--- src/rtl/mem_bus_arbiter_rr_if.sv ---
// Agent/bus bundle for mem_bus_arbiter_rr: requester side, response side and memory bus side.
// Carries timeout_err only when ARB_TIMEOUT_EN is defined.
interface mem_bus_arbiter_rr_if #(
   parameter int NUM_REQ    = 4,
   parameter int ADDR_WIDTH = 32,
   parameter int DATA_WIDTH = 32
);
   logic                           system_flush;
   logic                           system_stall;
   logic [NUM_REQ-1:0]             req_valid;
   logic [NUM_REQ*ADDR_WIDTH-1:0]  req_addr;
   logic [NUM_REQ-1:0]             req_we;
   logic [NUM_REQ*DATA_WIDTH-1:0]  req_wdata;
   logic [NUM_REQ-1:0]             grant;
   logic [NUM_REQ-1:0]             rsp_valid;
   logic [DATA_WIDTH-1:0]          rsp_data;
   logic                           busy;
   logic                           mem_req_valid;
   logic [ADDR_WIDTH-1:0]          mem_addr;
   logic                           mem_we;
   logic [DATA_WIDTH-1:0]          mem_wdata;
   logic [DATA_WIDTH-1:0]          mem_rd_data;
   logic                           mem_data_valid;
`ifdef ARB_TIMEOUT_EN
   logic                           timeout_err;
`endif

   // Agents and the memory bus drive the arbiter through this view.
   modport master (
      output system_flush, system_stall, req_valid, req_addr, req_we, req_wdata,
             mem_rd_data, mem_data_valid,
      input  grant, rsp_valid, rsp_data, busy, mem_req_valid, mem_addr, mem_we, mem_wdata
`ifdef ARB_TIMEOUT_EN
      , input timeout_err
`endif
   );

   modport slave (
      input  system_flush, system_stall, req_valid, req_addr, req_we, req_wdata,
             mem_rd_data, mem_data_valid,
      output grant, rsp_valid, rsp_data, busy, mem_req_valid, mem_addr, mem_we, mem_wdata
`ifdef ARB_TIMEOUT_EN
      , output timeout_err
`endif
   );
endinterface

--- src/rtl/mem_bus_arbiter_rr.sv ---
// N-requester arbiter onto the single main-memory bus, one outstanding transaction at a time.
// Optional WAIT watchdog enabled by defining ARB_TIMEOUT_EN.
module mem_bus_arbiter_rr #(
   parameter int NUM_REQ        = 4,
   parameter int ADDR_WIDTH     = 32,
   parameter int DATA_WIDTH     = 32,
   parameter int ARB_MODE       = 1,
   parameter int TIMEOUT_CYCLES = 255
) (
   input logic                clk,
   input logic                reset,
   mem_bus_arbiter_rr_if.slave bus
);

   localparam int IDX_W = (NUM_REQ > 1) ? $clog2(NUM_REQ) : 1;
`ifdef ARB_TIMEOUT_EN
   localparam int CNT_W = $clog2(TIMEOUT_CYCLES + 1);
`endif

   typedef enum logic [1:0] {
      ST_IDLE = 2'd0,
      ST_REQ  = 2'd1,
      ST_WAIT = 2'd2
   } state_t;

   state_t                 r_state;
   logic [IDX_W-1:0]       r_ptr;
   logic [IDX_W-1:0]       r_owner;
   logic [ADDR_WIDTH-1:0]  r_addr;
   logic                   r_we;
   logic [DATA_WIDTH-1:0]  r_wdata;
   logic [DATA_WIDTH-1:0]  r_rsp_data;
   logic [NUM_REQ-1:0]     r_grant;
   logic [NUM_REQ-1:0]     r_rsp_valid;
   logic                   r_mem_req_valid;
   logic                   r_busy;

   state_t                 w_state_nxt;
   logic [IDX_W-1:0]       w_ptr_nxt;
   logic [IDX_W-1:0]       w_owner_nxt;
   logic [ADDR_WIDTH-1:0]  w_addr_nxt;
   logic                   w_we_nxt;
   logic [DATA_WIDTH-1:0]  w_wdata_nxt;
   logic [DATA_WIDTH-1:0]  w_rsp_data_nxt;
   logic [NUM_REQ-1:0]     w_grant_nxt;
   logic [NUM_REQ-1:0]     w_rsp_valid_nxt;
   logic                   w_mem_req_valid_nxt;
   logic                   w_busy_nxt;
   logic [IDX_W-1:0]       w_winner;
   logic                   w_any_req;

`ifdef ARB_TIMEOUT_EN
   logic [CNT_W-1:0]       r_cnt;
   logic                   r_timeout_err;
   logic [CNT_W-1:0]       w_cnt_nxt;
   logic                   w_timeout_err_nxt;
`endif

   // Fixed mode: lowest index wins. Round-robin: search starts just after the last owner.
   function automatic logic [IDX_W-1:0] pick_winner(input logic [NUM_REQ-1:0] req,
                                                    input logic [IDX_W-1:0]   last);
      logic [IDX_W-1:0] win;
      logic             found;
      int unsigned      idx;
      win   = '0;
      found = 1'b0;
      for (int k = 0; k < NUM_REQ; k++) begin
         if (ARB_MODE == 0) begin
            idx = unsigned'(k);
         end else begin
            idx = (32'(last) + unsigned'(k) + 32'd1) % unsigned'(NUM_REQ);
         end
         if (!found && req[idx[IDX_W-1:0]]) begin
            found = 1'b1;
            win   = idx[IDX_W-1:0];
         end else begin
            found = found;
         end
      end
      return win;
   endfunction

   assign w_any_req = |bus.req_valid;
   assign w_winner  = pick_winner(bus.req_valid, r_ptr);

   // Next-state and next-output decode; flush beats stall, stall freezes everything.
   always_comb begin
      w_state_nxt         = r_state;
      w_ptr_nxt           = r_ptr;
      w_owner_nxt         = r_owner;
      w_addr_nxt          = r_addr;
      w_we_nxt            = r_we;
      w_wdata_nxt         = r_wdata;
      w_rsp_data_nxt      = r_rsp_data;
      w_grant_nxt         = r_grant;
      w_rsp_valid_nxt     = r_rsp_valid;
      w_mem_req_valid_nxt = r_mem_req_valid;
`ifdef ARB_TIMEOUT_EN
      w_cnt_nxt           = r_cnt;
      w_timeout_err_nxt   = r_timeout_err;
`endif
      if (bus.system_flush) begin
         w_state_nxt         = ST_IDLE;
         w_grant_nxt         = '0;
         w_rsp_valid_nxt     = '0;
         w_mem_req_valid_nxt = 1'b0;
`ifdef ARB_TIMEOUT_EN
         w_cnt_nxt           = '0;
         w_timeout_err_nxt   = 1'b0;
`endif
      end else if (!bus.system_stall) begin
         w_grant_nxt         = '0;
         w_rsp_valid_nxt     = '0;
         w_mem_req_valid_nxt = 1'b0;
`ifdef ARB_TIMEOUT_EN
         w_timeout_err_nxt   = 1'b0;
`endif
         case (r_state)
            ST_IDLE: begin
               if (w_any_req) begin
                  w_owner_nxt           = w_winner;
                  w_addr_nxt            = bus.req_addr[w_winner*ADDR_WIDTH +: ADDR_WIDTH];
                  w_we_nxt              = bus.req_we[w_winner];
                  w_wdata_nxt           = bus.req_wdata[w_winner*DATA_WIDTH +: DATA_WIDTH];
                  w_grant_nxt[w_winner] = 1'b1;
                  w_mem_req_valid_nxt   = 1'b1;
                  w_ptr_nxt             = w_winner;
                  w_state_nxt           = ST_REQ;
               end else begin
                  w_state_nxt = ST_IDLE;
               end
            end
            ST_REQ: begin
               w_state_nxt = ST_WAIT;
`ifdef ARB_TIMEOUT_EN
               w_cnt_nxt   = '0;
`endif
            end
            ST_WAIT: begin
               if (bus.mem_data_valid) begin
                  w_rsp_valid_nxt[r_owner] = 1'b1;
                  if (!r_we) begin
                     w_rsp_data_nxt = bus.mem_rd_data;
                  end else begin
                     w_rsp_data_nxt = r_rsp_data;
                  end
                  w_state_nxt = ST_IDLE;
`ifdef ARB_TIMEOUT_EN
               end else if (r_cnt == CNT_W'(TIMEOUT_CYCLES - 1)) begin
                  // Watchdog completes the transaction with zero data.
                  w_rsp_valid_nxt[r_owner] = 1'b1;
                  w_rsp_data_nxt           = '0;
                  w_timeout_err_nxt        = 1'b1;
                  w_state_nxt              = ST_IDLE;
               end else begin
                  w_cnt_nxt   = r_cnt + CNT_W'(1);
                  w_state_nxt = ST_WAIT;
               end
`else
               end else begin
                  w_state_nxt = ST_WAIT;
               end
`endif
            end
            default: begin
               w_state_nxt = ST_IDLE;
            end
         endcase
      end else begin
         w_state_nxt = r_state;
      end
      w_busy_nxt = (w_state_nxt != ST_IDLE);
   end

   // State, pointer, latched request and all outputs.
   always_ff @(posedge clk or negedge reset) begin
      if (!reset) begin
         r_state         <= ST_IDLE;
         r_ptr           <= IDX_W'(NUM_REQ - 1);
         r_owner         <= '0;
         r_addr          <= '0;
         r_we            <= 1'b0;
         r_wdata         <= '0;
         r_rsp_data      <= '0;
         r_grant         <= '0;
         r_rsp_valid     <= '0;
         r_mem_req_valid <= 1'b0;
         r_busy          <= 1'b0;
`ifdef ARB_TIMEOUT_EN
         r_cnt           <= '0;
         r_timeout_err   <= 1'b0;
`endif
      end else begin
         r_state         <= w_state_nxt;
         r_ptr           <= w_ptr_nxt;
         r_owner         <= w_owner_nxt;
         r_addr          <= w_addr_nxt;
         r_we            <= w_we_nxt;
         r_wdata         <= w_wdata_nxt;
         r_rsp_data      <= w_rsp_data_nxt;
         r_grant         <= w_grant_nxt;
         r_rsp_valid     <= w_rsp_valid_nxt;
         r_mem_req_valid <= w_mem_req_valid_nxt;
         r_busy          <= w_busy_nxt;
`ifdef ARB_TIMEOUT_EN
         r_cnt           <= w_cnt_nxt;
         r_timeout_err   <= w_timeout_err_nxt;
`endif
      end
   end

   assign bus.grant         = r_grant;
   assign bus.rsp_valid     = r_rsp_valid;
   assign bus.rsp_data      = r_rsp_data;
   assign bus.busy          = r_busy;
   assign bus.mem_req_valid = r_mem_req_valid;
   assign bus.mem_addr      = r_addr;
   assign bus.mem_we        = r_we;
   assign bus.mem_wdata     = r_wdata;
`ifdef ARB_TIMEOUT_EN
   assign bus.timeout_err   = r_timeout_err;
`endif

endmodule

--- src/flat_wrapper.sv ---
// flat-port wrapper written by rule: the top's interface ports become plain ports
module mem_bus_arbiter_rr_flat 
#(
   parameter int NUM_REQ        = 4,
   parameter int ADDR_WIDTH     = 32,
   parameter int DATA_WIDTH     = 32,
   parameter int ARB_MODE       = 1,
   parameter int TIMEOUT_CYCLES = 255
)
  (clk, reset, bus_system_flush, bus_system_stall, bus_req_valid, bus_req_addr, bus_req_we, bus_req_wdata, bus_mem_rd_data, bus_mem_data_valid, bus_grant, bus_rsp_valid, bus_rsp_data, bus_busy, bus_mem_req_valid, bus_mem_addr, bus_mem_we, bus_mem_wdata);
  mem_bus_arbiter_rr_if #(.NUM_REQ(NUM_REQ), .ADDR_WIDTH(ADDR_WIDTH), .DATA_WIDTH(DATA_WIDTH)) bus_i ();
  input logic clk;
  input logic reset;
  input wire logic [$bits(bus_i.system_flush)-1:0] bus_system_flush;
  input wire logic [$bits(bus_i.system_stall)-1:0] bus_system_stall;
  input wire logic [$bits(bus_i.req_valid)-1:0] bus_req_valid;
  input wire logic [$bits(bus_i.req_addr)-1:0] bus_req_addr;
  input wire logic [$bits(bus_i.req_we)-1:0] bus_req_we;
  input wire logic [$bits(bus_i.req_wdata)-1:0] bus_req_wdata;
  input wire logic [$bits(bus_i.mem_rd_data)-1:0] bus_mem_rd_data;
  input wire logic [$bits(bus_i.mem_data_valid)-1:0] bus_mem_data_valid;
  output wire logic [$bits(bus_i.grant)-1:0] bus_grant;
  output wire logic [$bits(bus_i.rsp_valid)-1:0] bus_rsp_valid;
  output wire logic [$bits(bus_i.rsp_data)-1:0] bus_rsp_data;
  output wire logic [$bits(bus_i.busy)-1:0] bus_busy;
  output wire logic [$bits(bus_i.mem_req_valid)-1:0] bus_mem_req_valid;
  output wire logic [$bits(bus_i.mem_addr)-1:0] bus_mem_addr;
  output wire logic [$bits(bus_i.mem_we)-1:0] bus_mem_we;
  output wire logic [$bits(bus_i.mem_wdata)-1:0] bus_mem_wdata;
  assign bus_i.system_flush = bus_system_flush;
  assign bus_i.system_stall = bus_system_stall;
  assign bus_i.req_valid = bus_req_valid;
  assign bus_i.req_addr = bus_req_addr;
  assign bus_i.req_we = bus_req_we;
  assign bus_i.req_wdata = bus_req_wdata;
  assign bus_i.mem_rd_data = bus_mem_rd_data;
  assign bus_i.mem_data_valid = bus_mem_data_valid;
  assign bus_grant = bus_i.grant;
  assign bus_rsp_valid = bus_i.rsp_valid;
  assign bus_rsp_data = bus_i.rsp_data;
  assign bus_busy = bus_i.busy;
  assign bus_mem_req_valid = bus_i.mem_req_valid;
  assign bus_mem_addr = bus_i.mem_addr;
  assign bus_mem_we = bus_i.mem_we;
  assign bus_mem_wdata = bus_i.mem_wdata;
  mem_bus_arbiter_rr #(.NUM_REQ(NUM_REQ), .ADDR_WIDTH(ADDR_WIDTH), .DATA_WIDTH(DATA_WIDTH), .ARB_MODE(ARB_MODE), .TIMEOUT_CYCLES(TIMEOUT_CYCLES)) u_core (.clk(clk), .reset(reset), .bus(bus_i));
endmodule
--- config.mk ---
export PLATFORM = sky130hd
export DESIGN_NAME = mem_bus_arbiter_rr_flat
export DESIGN_NICKNAME = d
export VERILOG_FILES = /design/src/rtl/mem_bus_arbiter_rr_if.sv /design/src/rtl/mem_bus_arbiter_rr.sv /design/src/flat_wrapper.sv
export SDC_FILE = /design/constraint.sdc
export NUM_CORES = 1
export LEC_CHECK = 0
export CORE_AREA = 3 3 156 158
export CTS_BUF_LIST = sky130_fd_sc_hd__clkbuf_4 sky130_fd_sc_hd__clkbuf_8
export CTS_CLUSTER_SIZE = 25
export DETAILED_ROUTE_END_ITERATION = 10
export DIE_AREA = 0 0 159 161
export PLACE_DENSITY = 0.6
export SETUP_SLACK_MARGIN = 0.05
export SLEW_MARGIN = 20
export SYNTH_ARGS = -nofsm -noshare
export SYNTH_HDL_FRONTEND = slang
export SYNTH_SLANG_ARGS = --single-unit
--- constraint.sdc ---
create_clock -name clk -period 2.78 [get_ports clk]
set_input_delay 0.556 -clock clk [delete_from_list [all_inputs] [get_ports clk]]
set_output_delay 0.556 -clock clk [all_outputs]
set_load 0.01 [all_outputs]
Yosys cells after proc, flatten, opt, wreduce, memory -nomap -nowiden
Cells that the tools add are included.
Operators by class
  divide/modulo/power cells: 0
  order comparisons: 8
  add/subtract/negate cells: 6
  equal/unequal tests: 3
  $mul: 0
  reduce and logical (&&, ||, !) cells: 13
  shift operators: 2
  mux-type cells: 38
  bitwise logic cells: 3
Operator list (number)
  $shiftx 128x8->32: 2
  $mux 4: 8
  $lt 2x3->1 const B: 6
  $mux 1: 15
  $mux 2: 7
  $bmux 1 s2: 5
  $add 2x1->2 const B: 4
  $pmux 2 s3: 1
  $logic_and 1x1->1: 5
  $reduce_and 5->1: 1
  $add 2x2->2 const B: 2
  $demux 1 s2: 2
  $ge 2x1->1 const B: 2
  $reduce_and 4->1: 1
  $reduce_or 4->1: 1
  $logic_not 1->1: 3
  $not 1->1: 3
  $eq 2x1->1 const B: 1
  $eq 2x2->1 const B: 1
  $logic_not 2->1: 1
  $ne 2x2->1 const B: 1
  $reduce_bool 2->1: 1
Word-level totals
  output and inout bits: 107
  memories kept: 0
  bits in latches: 0
  input port bits: 301
  logic and storage cells: 84
  RAM bits: 0
  memory bits (read-only): 0
  register bits: 113

Longest topological paths before layout
  depth in word-level cells: 21
  mapped depth: 9
  gate-level depth less buffers: 5

Least setup slack after synthesis
OpenSTA, ideal clock, no wires.
  kind: input to register
  start: input port bus_req_valid[1]
  end: register u_core.r_addr[23] (netlist: u_core.bus.mem_addr[23])
  path buffers: 2
  data arrival time: 1.966 ns
  stages on the path: 7
  library setup time: 0.126 ns
  data required time: 2.654 ns
  path slack: 0.688 ns
  path through: buf_6 nor2b_1 o21a_1 or3_4 buf_6 and3_1 o32a_1
Between the ends
  cells in the longest elaborated chain, start to end: 13
  elaborated cells on any way between the ends: 24
  classes of those cells: shift (1); mux (15); reduce/logical (8)
RTL lines
  start, declared: RTL line flat_wrapper.sv:16  | input wire logic [$bits(bus_i.req_valid)-1:0] bus_req_valid;
  $bmux 1 s2: RTL line mem_bus_arbiter_rr.sv:73  | if (!found && req[idx[IDX_W-1:0]]) begin
  $mux 1 (implied by the code): RTL line mem_bus_arbiter_rr.sv:73
  $mux 1: RTL line mem_bus_arbiter_rr.sv:73
  $logic_not 1->1: RTL line mem_bus_arbiter_rr.sv:73
  $logic_and 1x1->1: RTL line mem_bus_arbiter_rr.sv:73
  $mux 1: RTL line mem_bus_arbiter_rr.sv:73
  $logic_not 1->1: RTL line mem_bus_arbiter_rr.sv:73
  $logic_and 1x1->1: RTL line mem_bus_arbiter_rr.sv:73
  $mux 1: RTL line mem_bus_arbiter_rr.sv:73
  $logic_not 1->1: RTL line mem_bus_arbiter_rr.sv:73
  $logic_and 1x1->1: RTL line mem_bus_arbiter_rr.sv:73
  $mux 2: RTL line mem_bus_arbiter_rr.sv:73
  $shiftx 128x8->32: RTL line mem_bus_arbiter_rr.sv:122  | w_addr_nxt = bus.req_addr[w_winner*ADDR_WIDTH +: ADDR_WIDTH];
  end signal, assigned: RTL line mem_bus_arbiter_rr.sv:197  | r_addr <= w_addr_nxt;
  end, declared: RTL line mem_bus_arbiter_rr.sv:29  | logic [ADDR_WIDTH-1:0] r_addr;
Parallel ways exist; a longest one is shown, timed or not. The select of a mux whose other input is x is not followed.
A chain may end at the register's enable or synchronous reset.

Worst setup path after layout
  start: input port bus_req_valid[3]
  end: register u_core.r_addr[23] (netlist: u_core.bus.mem_addr[23])
Same word-level chain as after synthesis.

==> metrics.txt <==
outcome finished clean; Fin. Hold Viols 0; Core Area approximately 23000 µm²; GRT Total Usage between 20% and 30%; root buf cell clkbuf_8; WP data arrival 2.54 ns; Pre-antenna DRT Iters 5; crit path launch bus_req_valid[3]; DRT iter0 DRCs 507; Layout Nets approximately 1300; Max VDD drop approximately 0.35 mV; non-filler instance count after layout 1311; Max transition margin about two thirds; Pwr Total 0.007356 W; placement-stage cell area 10350 µm²; total congestion overflow 0; post-cts resize count 0; crit path kind input port to flip-flop; Finished Cell Area between 10000 and 15000 µm²; period utilisation layout roughly four fifths; Hold Crit Class input port to asynchronous set/reset pin; worst reg-to-reg path cell count 5; R2R Path Start u_core.r_ptr[0]; die footprint 25600 µm²; post-layout min period 2.222 ns; crit path max fanout 14; antenna cell count 0; Clock Pin Slew Worst Setup and Hold Paths ~0.080 ns; Post-synth ARST share 100.0%; Lkg Pwr roughly 4.3 nW; initial antenna violation count 0; chip width 159 µm; Syn Area/Cell a little under 10 µm²; Worst R2R End u_core.bus.mem_addr[23]; Yosys reg bits 113; worst path required time between 3 and 4 ns; dominant synthesized flop cell dfrtp_1; post-synth design cell area slightly below 6000 µm²; Initial Util between 20 and 30%; multi-input logic area 2706 µm²; skew final roughly 0.017 ns; Via density between 5 and 6; largest net degree at the start of global routing 63; EDFF count, synth 0; setup bufs post-CTS 0; Detail Placement HPWL 19.38 mm; sequential area share after synthesis 48.59%; r2r setup slk approximately 0.7 ns; # IOs ~410; Placer Congestion between 0.8 and 0.9; Gate Count Post-Synth ~590; max-cap violations 0; storage element area around 2800 µm²; synth-to-layout area growth 85.03%; clk_lat worst skew roughly 0.44 ns; Placed Instances between 1000 and 1500; count of pins over their slew limit 0; CP Capture Type flip-flop; total number of vias 6642; # hold bufs at CTS 0; PD cells approximately 700 nW/µm²; clock buffer count from CTS 17; YS warnings 0; row count between 50 and 60; RSZ-0062 raised after global routing no; drt total wl ~27 mm; CP Launch Type input port; Clock Path Buffers 2; Post-Syn Nets between 800 and 900; Core Util, Final 46.33%; Fill cells 2272; share of cells above drive strength 1 about a tenth; DRC 0; CTS tree done; Setup TNS 0 ns; antenna violation net count after detailed routing 0; final setup fails 0; CTS H-tree depth 4; number of global-route vias before repair about 6800; f_max roughly 0.45 GHz; first-pass GRT wire length approximately 40 mm; drt wl/cell about 20 µm; Worst Max-Slew Pin Slew around 0.49 ns; port bufs 407; Netlist cell types 38; clock sinks between 100 and 150; Die Y roughly 160 µm
==> worst max-delay path: stages <==
cell and delay [ns]:
clkdlybuf4s50_1 0.48, nor2b_2 0.22, o21a_1 0.23, or3_4 0.49, and3_1 0.23, o32a_1 0.33
==> cells in the mapped netlist (2+ instances only) <==
cell	count	area, µm²
a21oi_1	6	30.03
buf_4	6	45.04
nor2b_1	2	12.51
dfrtp_1	111	2778
o211a_1	3	30.03
a221o_1	12	120.1
and3_1	24	150.1
a22o_1	3	26.28
o21ai_0	8	40.04
nand2b_1	3	18.77
or2_1	2	12.51
o32a_1	12	120.1
a221oi_1	53	464.2
mux2_2	29	326.6
nor2_1	65	244.0
dfstp_2	2	52.55
mux2_1	3	33.78
nand3_1	107	535.5
nand2_1	13	48.80
a31oi_1	53	331.6
clkbuf_1	36	135.1
a32o_1	2	20.02
buf_2	19	95.09
buf_6	3	33.78
inv_1	2	7.510
==> cells by family (layout without fill, tap and decap cells) <==
logic type	after synthesis	count (layout)	share of synthesized area [%]
buffers and inverters	66	466	5.435
DFF	113	113	48.59
and+or+nand+nor	222	222	18.39
muxes	32	32	6.187
AOI/OAI and AO/OA	159	159	21.40
==> power by group <==
part	internal [W]	switching, W
registers	0.00209	0.000289
logic	0.00171	0.00154
clock network	0.000925	0.000802
total	0.00473	0.00263
==> area by class of cell <==
type / count / area share, %
multi-input combinational: 413 / 25.11
sequential: 113 / 26.26
clock inverter: 14 / 1.637
clock buffer: 18 / 2.299
timing repair buffer: 432 / 40.91
tap: 319 / 3.704
inverter: 2 / 0.06966
==> layer usage <==
metal	GRT usage [%]	share of wire, %	vias to the layer above
li1	-	-	3062
met4	7.043	2.5	0
met3	6.078	7.3	42
met5	0	0	-
met2	34.62	50	326
met1	23.75	40	3212
==> per-stage QoR <==
step / hold slack, ns / worst slack (ns)
floorplan: 0.2604 / 0.6883
detailed placement: 0.4755 / 0.1216
CTS: 0.06039 / 0.6186
global route: 0.07216 / 0.5042
finish: 0.08233 / 0.5579
global placement: 0.4628 / 0.1472
==> flip-flops by register name (all words and copies together) (netlist names), 2 cells and up <==
register              count
u_core.bus.grant          4
u_core.bus.mem_wdata     32
u_core.bus.rsp_data      32
u_core.r_state            2
u_core.r_owner            2
u_core.r_ptr              2
u_core.bus.mem_addr      32
u_core.bus.rsp_valid      4
==> worst max path at each step <==
stage	slack, ns	depth (start not counted)	to
final	0.56	6	u_core.bus.mem_addr[23]
after global routing	0.50	7	u_core.bus.mem_wdata[22]
after CTS	0.62	6	u_core.bus.mem_addr[23]
after detailed placement	0.12	6	u_core.bus.mem_wdata[13]
after global placement	0.15	6	u_core.bus.mem_wdata[0]
after floorplan	0.69	7	u_core.bus.mem_addr[23]
==> cells in the final DEF (no fill, tap or decap), drive strengths merged, types with 13 or more instances in the layout <==
master         netlist  routed
a31oi               53      53
nand3              107     107
buf                 28      26
clkdlybuf4s50        0     406
mux2                32      32
nand2               13      13
nor2                65      65
a221oi              53      53
and3                24      24
clkbuf              36      18
dfrtp              111     111
No activity file was read; power rests on OpenSTA's default activity.
